$ cat src/rtl/mips_pkg.sv
// Shared MIPS encoding constants: mnemonic codes, opcodes and R-type funct values.
// Used by the instruction encoder and the decode-side control unit.
package mips_pkg;

  typedef enum logic [4:0] {
    MN_ADD  = 5'd0,
    MN_SUB  = 5'd1,
    MN_AND  = 5'd2,
    MN_OR   = 5'd3,
    MN_XOR  = 5'd4,
    MN_SLL  = 5'd5,
    MN_SRL  = 5'd6,
    MN_SRA  = 5'd7,
    MN_JR   = 5'd8,
    MN_ADDI = 5'd9,
    MN_ANDI = 5'd10,
    MN_ORI  = 5'd11,
    MN_XORI = 5'd12,
    MN_LW   = 5'd13,
    MN_SW   = 5'd14,
    MN_BEQ  = 5'd15,
    MN_BNE  = 5'd16,
    MN_LUI  = 5'd17,
    MN_J    = 5'd18,
    MN_JAL  = 5'd19
  } mnem_e;

  localparam logic [5:0] OP_RTYPE = 6'h00;
  localparam logic [5:0] OP_ADDI  = 6'h08;
  localparam logic [5:0] OP_ANDI  = 6'h0C;
  localparam logic [5:0] OP_ORI   = 6'h0D;
  localparam logic [5:0] OP_XORI  = 6'h0E;
  localparam logic [5:0] OP_LW    = 6'h23;
  localparam logic [5:0] OP_SW    = 6'h2B;
  localparam logic [5:0] OP_BEQ   = 6'h04;
  localparam logic [5:0] OP_BNE   = 6'h05;
  localparam logic [5:0] OP_LUI   = 6'h0F;
  localparam logic [5:0] OP_J     = 6'h02;
  localparam logic [5:0] OP_JAL   = 6'h03;

  localparam logic [5:0] FN_ADD = 6'h20;
  localparam logic [5:0] FN_SUB = 6'h22;
  localparam logic [5:0] FN_AND = 6'h24;
  localparam logic [5:0] FN_OR  = 6'h25;
  localparam logic [5:0] FN_XOR = 6'h26;
  localparam logic [5:0] FN_SLL = 6'h00;
  localparam logic [5:0] FN_SRL = 6'h02;
  localparam logic [5:0] FN_SRA = 6'h03;
  localparam logic [5:0] FN_JR  = 6'h08;

  localparam logic [31:0] INSTR_NOP = 32'h0000_0000;

endpackage

$ cat src/rtl/instr_fields_enc.sv
// Combinational field assembly of one MIPS word from a mnemonic and its operands.
// Unused fields are forced to zero; codes above MN_JAL flag illegal and yield a nop.
module instr_fields_enc
  import mips_pkg::*;
(
  input  logic [4:0]  mnem,
  input  logic [4:0]  rs,
  input  logic [4:0]  rt,
  input  logic [4:0]  rd,
  input  logic [4:0]  shamt,
  input  logic [15:0] imm,
  input  logic [25:0] target,
  output logic [31:0] instr,
  output logic        illegal
);

  always_comb begin
    instr   = INSTR_NOP;
    illegal = 1'b0;
    case (mnem)
      MN_ADD:  instr = {OP_RTYPE, rs, rt, rd, 5'd0, FN_ADD};
      MN_SUB:  instr = {OP_RTYPE, rs, rt, rd, 5'd0, FN_SUB};
      MN_AND:  instr = {OP_RTYPE, rs, rt, rd, 5'd0, FN_AND};
      MN_OR:   instr = {OP_RTYPE, rs, rt, rd, 5'd0, FN_OR};
      MN_XOR:  instr = {OP_RTYPE, rs, rt, rd, 5'd0, FN_XOR};
      MN_SLL:  instr = {OP_RTYPE, 5'd0, rt, rd, shamt, FN_SLL};
      MN_SRL:  instr = {OP_RTYPE, 5'd0, rt, rd, shamt, FN_SRL};
      MN_SRA:  instr = {OP_RTYPE, 5'd0, rt, rd, shamt, FN_SRA};
      MN_JR:   instr = {OP_RTYPE, rs, 15'd0, FN_JR};
      MN_ADDI: instr = {OP_ADDI, rs, rt, imm};
      MN_ANDI: instr = {OP_ANDI, rs, rt, imm};
      MN_ORI:  instr = {OP_ORI, rs, rt, imm};
      MN_XORI: instr = {OP_XORI, rs, rt, imm};
      MN_LW:   instr = {OP_LW, rs, rt, imm};
      MN_SW:   instr = {OP_SW, rs, rt, imm};
      MN_BEQ:  instr = {OP_BEQ, rs, rt, imm};
      MN_BNE:  instr = {OP_BNE, rs, rt, imm};
      MN_LUI:  instr = {OP_LUI, 5'd0, rt, imm};
      MN_J:    instr = {OP_J, target};
      MN_JAL:  instr = {OP_JAL, target};
      default: illegal = 1'b1;
    endcase
  end

endmodule

$ cat src/rtl/instr_encoder.sv
// Encodes accepted mnemonics into MIPS words and buffers them in a FIFO with byte addresses.
// INSTR_ENCODER_CHECK_EN: drop illegal mnemonics and raise sticky err; otherwise emit a nop.
module instr_encoder
  import mips_pkg::*;
#(
  parameter int          FIFO_DEPTH = 4,
  parameter logic [31:0] BASE_ADDR  = 32'h0000_0000
) (
  input  logic        Clk,
  input  logic        Reset,
  input  logic        in_valid,
  output logic        in_ready,
  input  logic [4:0]  mnem,
  input  logic [4:0]  rs,
  input  logic [4:0]  rt,
  input  logic [4:0]  rd,
  input  logic [4:0]  shamt,
  input  logic [15:0] imm,
  input  logic [25:0] target,
  output logic        out_valid,
  input  logic        out_ready,
  output logic [31:0] out_instr,
  output logic [31:0] out_addr,
  output logic [15:0] count,
  output logic        err
);

  localparam int            AW       = $clog2(FIFO_DEPTH);
  localparam logic [AW-1:0] PTR_ONE  = 1;
  localparam logic [AW:0]   OCC_ONE  = 1;
  localparam logic [AW:0]   OCC_FULL = (AW+1)'(FIFO_DEPTH);

  logic [31:0]   enc_word;
  logic          enc_illegal;
  logic [31:0]   push_word;
  logic          accept, push, pop;

  logic [31:0]   mem_q [FIFO_DEPTH];
  logic [31:0]   mem_d [FIFO_DEPTH];
  logic [AW-1:0] wr_ptr_q, wr_ptr_d;
  logic [AW-1:0] rd_ptr_q, rd_ptr_d;
  logic [AW:0]   occ_q, occ_d;
  logic [15:0]   count_q, count_d;
  logic          err_q, err_d;

  instr_fields_enc u_fields (
    .mnem    (mnem),
    .rs      (rs),
    .rt      (rt),
    .rd      (rd),
    .shamt   (shamt),
    .imm     (imm),
    .target  (target),
    .instr   (enc_word),
    .illegal (enc_illegal)
  );

  assign in_ready  = (occ_q != OCC_FULL);
  assign out_valid = (occ_q != '0);
  assign out_instr = mem_q[rd_ptr_q];
  assign out_addr  = BASE_ADDR + {14'd0, count_q, 2'b00};
  assign count     = count_q;
  assign err       = err_q;

  assign accept = in_valid & in_ready;
  assign pop    = out_valid & out_ready;

`ifdef INSTR_ENCODER_CHECK_EN
  assign push      = accept & ~enc_illegal;
  assign push_word = enc_word;
  assign err_d     = err_q | (accept & enc_illegal);
`else
  assign push      = accept;
  assign push_word = enc_illegal ? INSTR_NOP : enc_word;
  assign err_d     = 1'b0;
`endif

  always_comb begin
    mem_d    = mem_q;
    wr_ptr_d = wr_ptr_q;
    rd_ptr_d = rd_ptr_q;
    occ_d    = occ_q;
    count_d  = count_q;
    if (push) begin
      mem_d[wr_ptr_q] = push_word;
      wr_ptr_d        = wr_ptr_q + PTR_ONE;
    end
    if (pop) begin
      rd_ptr_d = rd_ptr_q + PTR_ONE;
      count_d  = count_q + 16'd1;
    end
    case ({push, pop})
      2'b10:   occ_d = occ_q + OCC_ONE;
      2'b01:   occ_d = occ_q - OCC_ONE;
      default: occ_d = occ_q;
    endcase
  end

  // Storage is left unreset; its contents are only observed while out_valid is high.
  always_ff @(posedge Clk) begin
    mem_q <= mem_d;
  end

  always_ff @(posedge Clk) begin
    if (Reset) begin
      wr_ptr_q <= '0;
      rd_ptr_q <= '0;
      occ_q    <= '0;
      count_q  <= '0;
      err_q    <= 1'b0;
    end else begin
      wr_ptr_q <= wr_ptr_d;
      rd_ptr_q <= rd_ptr_d;
      occ_q    <= occ_d;
      count_q  <= count_d;
      err_q    <= err_d;
    end
  end

endmodule

$ cat config.mk
export PLATFORM = sky130hd
export DESIGN_NAME = instr_encoder
export DESIGN_NICKNAME = d
export VERILOG_FILES = /design/src/rtl/mips_pkg.sv /design/src/rtl/instr_fields_enc.sv /design/src/rtl/instr_encoder.sv
export SDC_FILE = /design/constraint.sdc
export NUM_CORES = 1
export LEC_CHECK = 0
export CORE_MARGIN = 5
export CORE_UTILIZATION = 45
export CTS_CLUSTER_SIZE = 30
export DETAILED_ROUTE_END_ITERATION = 8
export PLACE_DENSITY = 0.77
export SETUP_SLACK_MARGIN = 0.1
export SYNTH_ARGS = -nofsm -noshare
export SYNTH_HDL_FRONTEND = slang
export SYNTH_SLANG_ARGS = --single-unit
$ cat constraint.sdc
create_clock -name Clk -period 2.4 [get_ports Clk]
set_clock_uncertainty 0.2 [all_clocks]
set_input_delay 0.24 -clock Clk [delete_from_list [all_inputs] [get_ports Clk]]
set_output_delay 0.24 -clock Clk [all_outputs]
set_load 0.03 [all_outputs]
; ---- Word level (Yosys, flattened, before mapping)
; Index checks and enable logic that the tools add are counted.
; W data, S select, Z words.
[classes]
add_sub_neg = 5
order_cmp = 3
n_eq_ne = 22
mux = 9
n_bitwise = 4
reduce_logical = 5
[ops]
columns = cell, n
row1 = $pmux W32 S20, 1
row2 = $bwmux W128, 1
row3 = $mux W32, 4
row4 = $bmux W32 S2, 1
row5 = $demux W32 S2, 1
row6 = $eq A5 B4 Y1 const B, 8
row7 = $eq A5 B3 Y1 const B, 4
row8 = $eq A5 B5 Y1 const B, 4
row9 = $reduce_or A20 Y1, 1
row10 = $add A16 B1 Y16 const B, 1
row11 = $eq A5 B2 Y1 const B, 2
row12 = $ge A3 B3 Y1 const B, 2
row13 = $not A2 Y3, 2
row14 = $pmux W3 S2, 1
row15 = $eq A5 B1 Y1 const B, 1
row16 = $logic_not A5 Y1, 1
row17 = $add A2 B1 Y2 const B, 2
row18 = $add A3 B1 Y3 const B, 1
row19 = $lt A3 B1 Y1 const B, 1
row20 = $ne A3 B3 Y1 const B, 1
row21 = $reduce_bool A3 Y1, 1
row22 = $sub A3 B1 Y3 const B, 1
row23 = $and A1 B1 Y1, 2
row24 = $eq A2 B1 Y1 const B, 1
row25 = other kinds (3), 3
[totals]
register_bits = 151
in_bits = 71
elab_cells = 56

; ---- Longest topological paths before layout
; Gate-level depths: netlist of run 1.
[depth]
ltp_word = 6
depth_mapped = 9

; ---- Modules after synthesis
; From an unflattened synthesis of run 1, not the netlist that was laid out.
[unflattened]
cells_unflattened = 470
hier_area_um2 = 6944.2
[modules_own_cells]
columns = module, n_inst, cells_each, area_per_inst_um2, seq_area_each_um2
row1 = instr_encoder, 1, 368, 6258.5, 4304.1
row2 = instr_fields_enc, 1, 102, 685.7, 0.0

; ---- Least setup slack after synthesis of run 1
; OpenSTA, ideal clock, no wires.
[synth_timing]
path_type = register -> register
start = reg occ_q[2]
end = reg occ_q[2]
arrival_time_ps = 2404
t_required_ps = 2130
setup_slack_ps = -274
stages_incl_launch_ff = 10
synth_period_minus_slack_ps = 2674
path_cell_list = dfxtp_1 > or3b_1 > and2_1 > inv_2 > ha_1 > inv_1 > fa_1 > xor2_1 > or3_1 > a21oi_1
[synth_via]
elab_chain_cells = 4
elab_cells_between_ends = 10
[synth_lines]
columns = element, line
row1 = from (decl), instr_encoder.sv:42  ; logic [AW:0] occ_q, occ_d;
row2 = from (signal assigned), instr_encoder.sv:108  ; occ_q <= '0;
row3 = from (signal assigned), instr_encoder.sv:114  ; occ_q <= occ_d;
row4 = $ne A3 B3 Y1 (*), instr_encoder.sv:58  ; assign in_ready = (occ_q != OCC_FULL);
row5 = net in_ready, instr_encoder.sv:12  ; output logic in_ready,
row6 = $and A1 B1 Y1 (*), instr_encoder.sv:65  ; assign accept = in_valid & in_ready;
row7 = $eq A2 B1 Y1 / $eq A2 B2 Y1 (equally long branches), instr_encoder.sv:92  ; case ({push, pop})
row8 = $pmux W3 S2 / $reduce_bool A2 Y1 (equally long branches), -
; The timed path passes the listed nets; every way through them passes the cells marked *.
; A chain may end at the register's enable or synchronous reset.

; ---- Worst setup path in the final report of run 1
[layout_timing]
start = reg occ_q[2]
end = reg occ_q[2]
[layout_via]
elab_chain_cells = 4
elab_cells_between_ends = 10
[layout_lines]
columns = element, line
row1 = $ne A3 B3 Y1 / $reduce_bool A3 Y1 (equally long branches), "instr_encoder.sv:58, instr_encoder.sv:59"
row2 = $and A1 B1 Y1 (on tied branches), "instr_encoder.sv:65, instr_encoder.sv:66"
row3 = $eq A2 B1 Y1 / $eq A2 B2 Y1 (equally long branches), instr_encoder.sv:92
row4 = $pmux W3 S2 / $reduce_bool A2 Y1 (equally long branches), -
; Parallel ways exist; a longest one is shown, timed or not.

==> results.md, run 1 <==
* Outcome: completed
* Layout cell share with drive strength beyond 1 at a little under a quarter
* Post-Route WL at approximately 14000 um
* Final TNS setup at 0 ps
* Peak supply drop at 0.5084 mV
* Slew headroom at a little over half
* TritonCTS clock tree: built
* Crit Path Max Fanout at 2
* Vias in the first global route at about 4400
* # diodes at 0
* Worst Tran Pin Value at approximately 700 ps
* Antenna-violating nets left at 0
* Leading cell type by number of instances after synthesis: sky130_fd_sc_hd__edfxtp_1
* Area Growth Syn to Fin at 33.08%
* Number of distinct library cell variants in the gate-level netlist after synthesis at 48
* H-tree levels at 4
* Final design area excluding fillers at about 8600 um2
* Antenna violations before repair at 1
* Number of detailed-route iterations in the first pass at 5
* DRC at 0
* Final Max Slew Viols at 0
* Proportion of register bits with asynchronous set or reset after synthesis at 0%
* Syn Inst Count at ~420
* Final worst path period need at 2305 ps
* Number of synthesized register bits at 147
* Final Total Pwr at between 8 and 9 mW
* Number of top-level design ports at ~150
* Hold/Removal Path Class: reg -> reg
* Standby leakage power at roughly 3.1 nW
* Die span in x at around 130 um
* Cell breakdown of the critical path: or3b_4, and2_4, inv_4, ha_4, inv_1, fa_2, xor2_1, or3_1, a21oi_1
* Per-cell via count in the routed design at ~5.4
* Clock Latency Late Sink at a little over 400 ps
* Number of synthesis warnings at 0
* Fill cell total of the finished layout at just over 1000
* Launch point of the worst path: occ_q[2]
* Post-synthesis area per instance at between 15 and 20 um2
* Endpoint type of the worst setup path: flip-flop
* F_max at 433.9 MHz
* Total number of cells along the worst setup path at 9
* Area share of the leading cell type in the synthesized netlist at 57.50%
* Startpoint type of the worst setup path: flip-flop
* Critical-path top delay cell: sky130_fd_sc_hd__or3b_4
* Largest net degree at the start of global routing at 32
* Worst Setup EP: occ_q[2]
* Via Count at between 4000 and 5000
* Buffer levels on the longest clock path at 2
* Initial DRC count at between 200 and 250
* GRT Total Usage at between 15 and 20%
* Nets at about 650
* Critical path's largest stage delay at 380 ps
* Port-buffer cells at between 100 and 150
* Die area at around 17000 um2
* Arrival time of the worst setup path at approximately 2400 ps
* Leading post-synthesis cells by instance count: sky130_fd_sc_hd__edfxtp_1 (124), sky130_fd_sc_hd__buf_4 (34), sky130_fd_sc_hd__mux4_2 (31)
* Endpoint of the worst-slack reg-to-reg timing path: occ_q[2]
* EDFF count, synth at approximately 120
* Period utilisation layout at around 96%
* Global-route wire length before repair at between 20000 and 25000 um
* DR WL/cell at about 19 um
* Core Footprint at between 10000 and 15000 um2
* Slack of the worst reg-to-reg path at between 90 and 100 ps
* Initial Util at between 40% and 50%
* Die Span Y at ~130 um
* Clock edge transition at the registers on the reported setup and hold paths at roughly 60 ps
* Number of clock sinks seen by CTS at ~150
* Max-cap violation count at 0
* Placed wire-length estimate at between 9000 and 10000 um
* Number of cells traversed by the worst register-to-register path at 9
* Endpoints failing hold at 0
* Worst Hold Margin at roughly 300 ps
* Worst Path Class, Setup: reg -> reg
* Final setup viols at 0
* Weighted congestion at the end of routability-driven global placement at about 0.81
* Proportion of synthesized chip area in sequential cells at between 60% and 70%
* Critical Path RT at approximately 2500 ps
* Clock root buffer master: sky130_fd_sc_hd__clkbuf_16
* Power Density at roughly 980 nW/um2
* RSZ-0062 raised after global routing: true
* Top FF cell, synth: sky130_fd_sc_hd__edfxtp_1
* Standard-cell row count at 43
* Cell taking the most area after synthesis: sky130_fd_sc_hd__edfxtp_1
* Final critical-path setup slack at ~95 ps
* Cell area after technology mapping at about 6500 um2
* Largest delay contributor family on the critical path: simple AND/OR/NAND/NOR gates
* Post-place setup slack at -59.87 ps
* Top area cells in the synthesized netlist: sky130_fd_sc_hd__edfxtp_1 (57%), sky130_fd_sc_hd__mux4_2 (11%), sky130_fd_sc_hd__dfxtp_1 (7.1%), sky130_fd_sc_hd__buf_4 (3.9%), sky130_fd_sc_hd__a222oi_1 (1.5%)
* Startpoint of the worst-slack reg-to-reg timing path: occ_q[2]
* Area after detailed placement at 8013 um2
* Total buffers and inverters traversed by the critical path at 2
* Total congestion overflow after global routing at 0
* Number of buffers added by the clock tree synthesis step at 17
layout by cell type (no fill, tap or decap), types with 8 or more instances in the layout:
cell type | netlist | layout
sky130_fd_sc_hd__xnor2_1 | 9 | 9
sky130_fd_sc_hd__nor2_1 | 19 | 19
sky130_fd_sc_hd__nand2_1 | 16 | 16
sky130_fd_sc_hd__buf_12 | 0 | 10
sky130_fd_sc_hd__conb_1 | 1 | 18
sky130_fd_sc_hd__xor2_1 | 8 | 8
sky130_fd_sc_hd__dfxtp_1 | 23 | 20
sky130_fd_sc_hd__a22o_1 | 11 | 11
sky130_fd_sc_hd__buf_4 | 34 | 50
sky130_fd_sc_hd__inv_1 | 17 | 17
sky130_fd_sc_hd__mux4_2 | 31 | 31
sky130_fd_sc_hd__and3_1 | 9 | 9
sky130_fd_sc_hd__clkdlybuf4s50_1 | 0 | 103
sky130_fd_sc_hd__edfxtp_1 | 124 | 124
sky130_fd_sc_hd__clkbuf_16 | 0 | 17
sky130_fd_sc_hd__o21ai_0 | 16 | 16
sky130_fd_sc_hd__a222oi_1 | 10 | 10
sky130_fd_sc_hd__a21oi_1 | 12 | 12
how the worst min path moves through the flow:
stage,start,to,cells past startpoint
6_report,wr_ptr_q[1],wr_ptr_q[1],2
5_1_grt,wr_ptr_q[1],wr_ptr_q[1],2
4_1_cts,wr_ptr_q[1],wr_ptr_q[1],2
3_5_place_dp,wr_ptr_q[1],wr_ptr_q[1],2
3_3_place_gp,wr_ptr_q[1],wr_ptr_q[1],2
2_1_floorplan,Reset,occ_q[2],1
sequential cells by signal, indices dropped and copies added (netlist names):
register and flops:
occ_q 3, wr_ptr_q 2, rd_ptr_q 2, count 16
mem_q 124
layer usage:
layer  routed length [um]  up-vias  share of wire (%)  global-route usage (%)
li1                     -     1891                  -                       -
met1                 5404     2050                 38                   18.97
met2                 7431      175                 52                   30.63
met3                 1248       23                8.7                   5.567
met4                  216        2                1.5                   5.501
met5                   13        -              0.091                       0
worst register-to-register path: cells and delay by family (launching register included):
family | cells | cell delay, ps
AOI/OAI and AO/OA | 1 | 140
DFF | 1 | 330
adders and majority gates | 2 | 460
and+or+nand+nor | 3 | 850
xor gates and xnor gates | 1 | 160
buffers and inverters | 2 | 110
cells by family (layout without fill, tap and decap cells):
| family | after synthesis | in the layout | share of synthesized area (%) |
|---|---|---|---|
| buffers and inverters | 72 | 215 | 6.511 |
| multiplexers | 31 | 31 | 10.78 |
| XOR/XNOR | 17 | 17 | 2.299 |
| other | 1 | 18 | 0.05790 |
| AO/OA/AOI/OAI | 62 | 62 | 7.033 |
| flip-flops | 147 | 147 | 64.61 |
| AND/OR/NAND/NOR | 87 | 87 | 7.245 |
| adder cells (fa/ha/maj) | 7 | 7 | 1.468 |
stage by stage:
stage,instances,util [%]
5_1_grt,764,61.61
3_3_place_gp,726,57.28
4_1_cts,762,61.50
2_1_floorplan,441,-
6_report,764,61.61
3_5_place_dp,726,57.28
what timing repair did:
action | in CTS | in global routing
setup endpoints to repair | 28 | 1
pin swaps | 1 | 1
hold buffers | 0 | 0
gates resized for setup | 2 | 0
buffers inserted | 4 | 2
final cells by class:
type / count / area [um2] / share of cell area, %
Clock inverter: 14 / 130.1 / 1.510
Tap cell: 180 / 225.2 / 2.613
Sequential cell: 147 / 4190 / 48.62
Multi-Input combinational cell: 222 / 1954 / 22.68
Timing Repair Buffer: 164 / 1615 / 18.74
Inverter: 19 / 73.82 / 0.8566
Clock buffer: 18 / 429.2 / 4.980
report_power, final:
part	switching (mW)	internal, mW	total (mW)
Clock	1.03	1.44	2.47
Sequential	0.115	3.09	3.20
Combinational	1.49	1.29	2.78
Power figures use the tool's default switching activity.
==> run 2, diff against run 1 <==
--- a/config.mk
+++ b/config.mk
@@ -6,10 +6,11 @@
 export NUM_CORES = 1
 export LEC_CHECK = 0
 export CORE_MARGIN = 5
-export CORE_UTILIZATION = 45
+export CORE_UTILIZATION = 57
 export CTS_CLUSTER_SIZE = 30
 export DETAILED_ROUTE_END_ITERATION = 8
-export PLACE_DENSITY = 0.77
+export DONT_BUFFER_PORTS = 1
+export PLACE_DENSITY = 0.76
 export SETUP_SLACK_MARGIN = 0.1
 export SYNTH_ARGS = -nofsm -noshare
 export SYNTH_HDL_FRONTEND = slang
==> run 2 against run 1 <==
Combinational power down 22%. Sequential power hardly changed. Clock-buffer cell count unchanged. Critical endpoint unchanged. First-iteration DRC count increased by 51%. Global-route usage up 3.6 points. Highest routed layer is now met4. Worst hold slack lost 280 ps. Power fell by 7.7%. Via count decreased by 7.3%. Wire length is 4.1% lower. Die area decreased by 20%. Utilization up 7.0 points. Non-clock buffer count fell by 83.
==> results.md, run 2 (synthesis gave the netlist of run 1 again) <==
* Highest-count cells in the layout ignoring fill and taps: sky130_fd_sc_hd__edfxtp_1 (124), sky130_fd_sc_hd__dlygate4sd3_1 (57), sky130_fd_sc_hd__mux4_2 (31), sky130_fd_sc_hd__buf_4 (22)
* Number of cells traversed by the worst register-to-register path at 9 (unchanged)
* RSZ-0062 raised after global routing: true
* Port-buffer cells at 0 (-100%)
* Arrival time of the worst setup path at 2430 ps (about the same)
* Clock edge transition at the registers on the reported setup and hold paths at 60 ps (about the same)
* Clock root buffer master: sky130_fd_sc_hd__clkbuf_16
* Power Density at 1008 nW/um2 (+2.9%)
* Layout Utilization at 68.58% (+7.0 points)
* Period utilisation layout at 95.71% (-0.31 points)
* Number of buffers added by the clock tree synthesis step at 17 (unchanged)
* DR WL/cell at 21.29 um (+14%)
* GRT Total Usage at 20.60% (+3.6 points)
* TritonCTS clock tree: built
* Nets at 566 (-13%)
* Slack of the worst reg-to-reg path at 100 ps (about the same)
* Endpoint of the worst-slack reg-to-reg timing path: occ_q[2]
* Via Count at 3840 (-7.3%)
* Number of clock sinks seen by CTS at 147 (unchanged)
* Initial Util at 57.45% (+11 points)
* Crit Path Max Fanout at 3 (+1)
* Standby leakage power at 2.731 nW (-12%)
* Peak supply drop at 0.6975 mV (+37%)
* Critical Path RT at 2540 ps (about the same)
* Number of detailed-route iterations in the first pass at 5 (unchanged)
* F_max at 435.3 MHz (+0.33%)
* Die area at 13590 um2 (-20%)
* Clock Latency Late Sink at 410 ps (about the same)
* End of the worst hold path: count[2]
* Startpoint type of the worst setup path: flip-flop
* Max-cap violation count at 0 (unchanged)
* Post-Route WL at 13730 um (-4.1%)
* Weighted congestion at the end of routability-driven global placement at 0.7777 (-3.8%)
* Die span in x at 116.6 um (-10%)
* Worst Tran Pin Value at 1016 ps (+326.3 ps)
* Antenna violations before repair at 1 (unchanged)
* Core Footprint at 11270 um2 (-19%)
* Slew headroom at 31.56% (-22 points)
* Final Max Slew Viols at 0 (unchanged)
* Endpoints failing hold at 0 (unchanged)
* H-tree levels at 4 (unchanged)
* Start point of the worst min-delay path: out_ready
* Antenna-violating nets left at 0 (unchanged)
* Outcome: completed
* Per-cell via count in the routed design at 5.953 (+9.8%)
* Placed wire-length estimate at 8268 um (-16%)
* Largest register FFs at 124 (unchanged)
* Standard-cell row count at 39 (-9.3%)
* Hold path depth at 3 (+1)
* Initial DRC count at 372 (+51%)
* Global-route wire length before repair at 20460 um (-5.6%)
* Total congestion overflow after global routing at 0 (unchanged)
* Worst Path Class, Setup: reg -> reg
* Hold/Removal Path Class: in -> reg
* Layout cell share with drive strength beyond 1 at 20.56% (-2.6 points)
* Die Span Y at 116.6 um (-10%)
* Buffer levels on the longest clock path at 2 (unchanged)
* Final setup viols at 0 (unchanged)
* Startpoint of the worst-slack reg-to-reg timing path: occ_q[1]
* Endpoint type of the worst setup path: flip-flop
* Largest register by flop count: mem_q
* Vias in the first global route at 3872 (-12%)
* Fill cell total of the finished layout at 753 (-27%)
* Area Growth Syn to Fin at 19.36%
* Final TNS setup at 0 ps (unchanged)
* Number of top-level design ports at 154 (unchanged)
* Largest net degree at the start of global routing at 32 (unchanged)
* Final worst path period need at 2297 ps (-7.517 ps)
* Leading cell type in the layout, fill and taps excluded: sky130_fd_sc_hd__edfxtp_1
* DRC at 0 (unchanged)
## run 2: changes by cell type in the layout (fill, tap and decap cells not counted), sizes merged, moves of 4 or more
cell / before / now
dlygate4sd3: 0 / 57
buf: 60 / 24
inv: 23 / 27
clkinv: 6 / 2
clkdlybuf4s50: 103 / 0
## run 2: power by group
part           leakage (nW)  internal, mW  total, mW  switching (mW)
Clock                 0.260          1.36       2.44            1.08
Combinational          1.12         0.790       2.18            1.39
Sequential             1.35          3.09       3.18          0.0888
## run 2: through the flow
stage	cell area, um2	hold slack, ps	instances	setup WS, ps	total power [mW]
floorplan	6565	101.7	441	40.88	4.944
global placement	6601	107.1	555	165.7	5.269
detailed placement	6601	107.4	555	137.5	5.322
CTS	7722	3.408	644	105.1	7.869
global route	7730	37.55	645	32.54	8.112
finish	7730	20.93	645	102.9	7.794
## run 2: how the worst max path moves through the flow
stage / startpoint / to / cells after the start
CTS: occ_q[1] / occ_q[2] / 9
global route: occ_q[2] / occ_q[2] / 9
finish: occ_q[1] / occ_q[2] / 9
global placement: occ_q[1] / occ_q[2] / 9
floorplan: occ_q[2] / occ_q[2] / 9
detailed placement: occ_q[1] / occ_q[2] / 9
## run 2: layer usage
metal / global-route usage [%] / wire (um) / vias up
met5: 0 / 0 / -
met4: 9.098 / 386 / 0
met3: 6.839 / 1074 / 24
met2: 34.29 / 6964 / 150
met1: 24.58 / 5304 / 1942
li1: - / - / 1724
## run 2: repair_timing
action / CTS / global route
hold buffers: 57 / 0
hold endpoints to repair: 143 / 0
setup buffers: 0 / 0
endpoints found under the setup margin: 0 / 29
resized for setup: 0 / 2
## run 2: final cells by class
cell class | count | area (um2) | area share (%)
Clock inverter | 14 | 121.4 | 1.570
Multi-Input combinational cell | 222 | 1959 | 25.35
Sequential cell | 147 | 4189 | 54.19
Timing Repair Buffer | 81 | 775.7 | 10.04
Clock buffer | 18 | 429.2 | 5.552
Antenna cell | 1 | 2.502 | 0.03237
Tap cell | 143 | 178.9 | 2.315
Inverter | 19 | 73.82 | 0.9550
## run 2: worst max-delay path, cell delays in order, from the launching register on
cell                      delay, ps
sky130_fd_sc_hd__dfxtp_2        320
sky130_fd_sc_hd__or3b_4         390
sky130_fd_sc_hd__and2_4         170
sky130_fd_sc_hd__inv_4           60
sky130_fd_sc_hd__ha_4           130
sky130_fd_sc_hd__inv_1           50
sky130_fd_sc_hd__fa_2           330
sky130_fd_sc_hd__xor2_1         150
sky130_fd_sc_hd__or3_1          320
sky130_fd_sc_hd__a21oi_2        110
==> run 3, diff against run 2 <==
--- a/config.mk
+++ b/config.mk
@@ -11,6 +11,7 @@
 export DETAILED_ROUTE_END_ITERATION = 8
 export DONT_BUFFER_PORTS = 1
 export PLACE_DENSITY = 0.76
+export RECOVER_POWER = 100
 export SETUP_SLACK_MARGIN = 0.1
 export SYNTH_ARGS = -nofsm -noshare
 export SYNTH_HDL_FRONTEND = slang
==> run 3 against run 2 <==
Critical path type unchanged. Highest routed layer unchanged. Worst hold slack better by 4.4 ps. Global-route usage did not move. Final cell count did not move. Combinational power shrank 3%. First-iteration DRC count decreased by 17%. Utilization fell by 0.70 points.
==> results.md, run 3 (synthesis gave the netlist of run 1 again) <==
* DR WL/cell at 21.33 um (+0.20%)
* Final non-filler cell total at 645 (unchanged)
* Die span in x at 116.6 um (unchanged)
* Core Footprint at 11270 um2 (unchanged)
* Buffers inserted during post-CTS setup optimization at 0 (unchanged)
* Largest register by flop count: mem_q
* Antenna-violating nets left at 0 (unchanged)
* Critical Path RT at 2540 ps (about the same)
* Worst Tran Pin Value at 1018 ps (+2.487 ps)
* Buffer levels on the longest clock path at 2 (unchanged)
* Antenna violations before repair at 1 (unchanged)
* Clock root buffer master: sky130_fd_sc_hd__clkbuf_16
* Global-route wire length before repair at 20460 um (unchanged)
* Nets at 566 (unchanged)
* Area Growth Syn to Fin at 18.14%
* Number of buffers added by the clock tree synthesis step at 17 (unchanged)
* Vias in the first global route at 3872 (unchanged)
* GRT Total Usage at 20.60% (unchanged)
* Standby leakage power at 2.673 nW (-2.1%)
* Via Count at 3886 (+1.2%)
* Layout cell share with drive strength beyond 1 at 16.97% (-3.6 points)
* Power Density at 1011 nW/um2 (+0.24%)
* End of the worst hold path: count[2]
* Slew headroom at 31.39% (-0.17 points)
* Uppermost routed layer: met4
* Endpoint type of the worst setup path: flip-flop
* Startpoint type of the worst setup path: flip-flop
* Peak supply drop at 0.6717 mV (-3.7%)
* Start point of the worst min-delay path: out_ready
* Inst Count DP at 555 (unchanged)
* Crit Path Max Fanout at 3 (unchanged)
* Number of cells traversed by the worst register-to-register path at 9 (unchanged)
* Max-cap violation count at 0 (unchanged)
* Number of detailed-route iterations in the first pass at 5 (unchanged)
* Per-cell via count in the routed design at 6.025 (+1.2%)
* Post-place setup slack at 137.5 ps (unchanged)
* Startpoint of the worst-slack reg-to-reg timing path: occ_q[1]
* Final setup viols at 0 (unchanged)
* Total congestion overflow after global routing at 0 (unchanged)
* Clock Latency Late Sink at 410 ps (about the same)
* Die Span Y at 116.6 um (unchanged)
* Endpoints failing hold at 0 (unchanged)
* RSZ-0062 raised after global routing: true
* Slack of the worst reg-to-reg path at 90 ps (about the same)
* Final Total Pwr at 7.733 mW (-0.78%)
* Met3 wire len at 1262 um (+18%)
* Endpoint of the worst-slack reg-to-reg timing path: occ_q[2]
* Die area at 13590 um2 (unchanged)
* Worst Path Class, Setup: reg -> reg
* Highest-count cells in the layout ignoring fill and taps: sky130_fd_sc_hd__edfxtp_1 (124), sky130_fd_sc_hd__dlygate4sd3_1 (57), sky130_fd_sc_hd__mux4_2 (31), sky130_fd_sc_hd__dfxtp_1 (21)
* Critical path's largest stage delay at 400 ps (about the same)
* H-tree levels at 4 (unchanged)
* DRC at 0 (unchanged)
* Outcome: completed
* Critical-path top delay cell: sky130_fd_sc_hd__or3b_1
* Arrival time of the worst setup path at 2450 ps (+20 ps)
* Placed wire-length estimate at 8268 um (unchanged)
* Largest net degree at the start of global routing at 32 (unchanged)
* Hold/Removal Path Class: in -> reg
* Final TNS setup at 0 ps (unchanged)
* Hold path depth at 3 (unchanged)
* Clock edge transition at the registers on the reported setup and hold paths at 60 ps (about the same)
* TritonCTS clock tree: built
* Period utilisation layout at 96.12% (+0.41 points)
* Final Max Slew Viols at 0 (unchanged)
* Weighted congestion at the end of routability-driven global placement at 0.7777 (unchanged)
* Final worst path period need at 2307 ps (+9.866 ps)
* Initial DRC count at 308 (-17%)
* Leading cell type in the layout, fill and taps excluded: sky130_fd_sc_hd__edfxtp_1
* Port-buffer cells at 0 (unchanged)
* F_max at 433.5 MHz (-0.43%)
* Post-Route WL at 13760 um (+0.20%)
* Largest register FFs at 124 (unchanged)
* Cell breakdown of the critical path: or3b_1, and2_4, inv_4, ha_4, inv_1, fa_2, xor2_1, or3_1, a21oi_2
* Worst Hold Margin at 25.32 ps (+4.392 ps)
* Number of top-level design ports at 154 (unchanged)
* Met2 Wirelength at 6980 um (+0.23%)
* Standard-cell row count at 39 (unchanged)
* Number of clock sinks seen by CTS at 147 (unchanged)
* Final critical-path setup slack at 93.01 ps (-9.866 ps)
* Wire length the detailed router placed on met1 at 5138 um (-3.1%)
* Initial Util at 57.45% (unchanged)
==> run 3: metrics by stage <==
step,util [%],cell area [um2]
finish,67.88,7651
global route,67.88,7651
floorplan,-,6565
global placement,58.56,6601
CTS,68.51,7722
detailed placement,58.56,6601
==> run 3: worst max-delay path by stage <==
stage	start	to	slack (ps)	depth (start not counted)
global route	occ_q[2]	occ_q[2]	10	9
detailed placement	occ_q[1]	occ_q[2]	140	9
finish	occ_q[1]	occ_q[2]	90	9
CTS	occ_q[1]	occ_q[2]	110	9
global placement	occ_q[1]	occ_q[2]	170	9
floorplan	occ_q[2]	occ_q[2]	40	9
==> run 3: power breakdown <==
group          switching, mW  total (mW)  leakage [nW]  internal [mW]
Sequential            0.0853        3.17          1.35           3.08
Combinational           1.38        2.12          1.06          0.740
Clock                   1.09        2.45         0.260           1.36
==> run 3: layout make-up <==
type                            instances  area (um2)
Clock inverter                         14       121.4
Inverter                               19       73.82
Antenna cell                            1       2.502
Multi-Input combinational cell        222        1939
Tap cell                              143       178.9
Sequential cell                       147        4187
Fill cell                             774        3621
Clock buffer                           18       429.2
Timing Repair Buffer                   81       719.4
==> run 3: repair_timing <==
action,in CTS,in global routing
hold buffers,57,0
endpoints found under the hold margin,143,0
endpoints found under the setup margin,0,29
resized for setup,0,2
==> run 3: routing by layer <==
metal  global-route usage, %  vias to the layer above
met4                   9.098                        0
met1                   24.58                     1951
met3                   6.839                       25
met2                   34.29                      184
met5                       0                        -
li1                        -                     1726
==> run 3: critical path: cells and delay by family (launching register included) <==
kind,cells,cell delay (ps)
DFF,1,310
AOI/OAI and AO/OA,1,110
adders and majority gates,2,460
and+or+nand+nor,3,900
xor gates and xnor gates,1,150
buffers and inverters,2,110
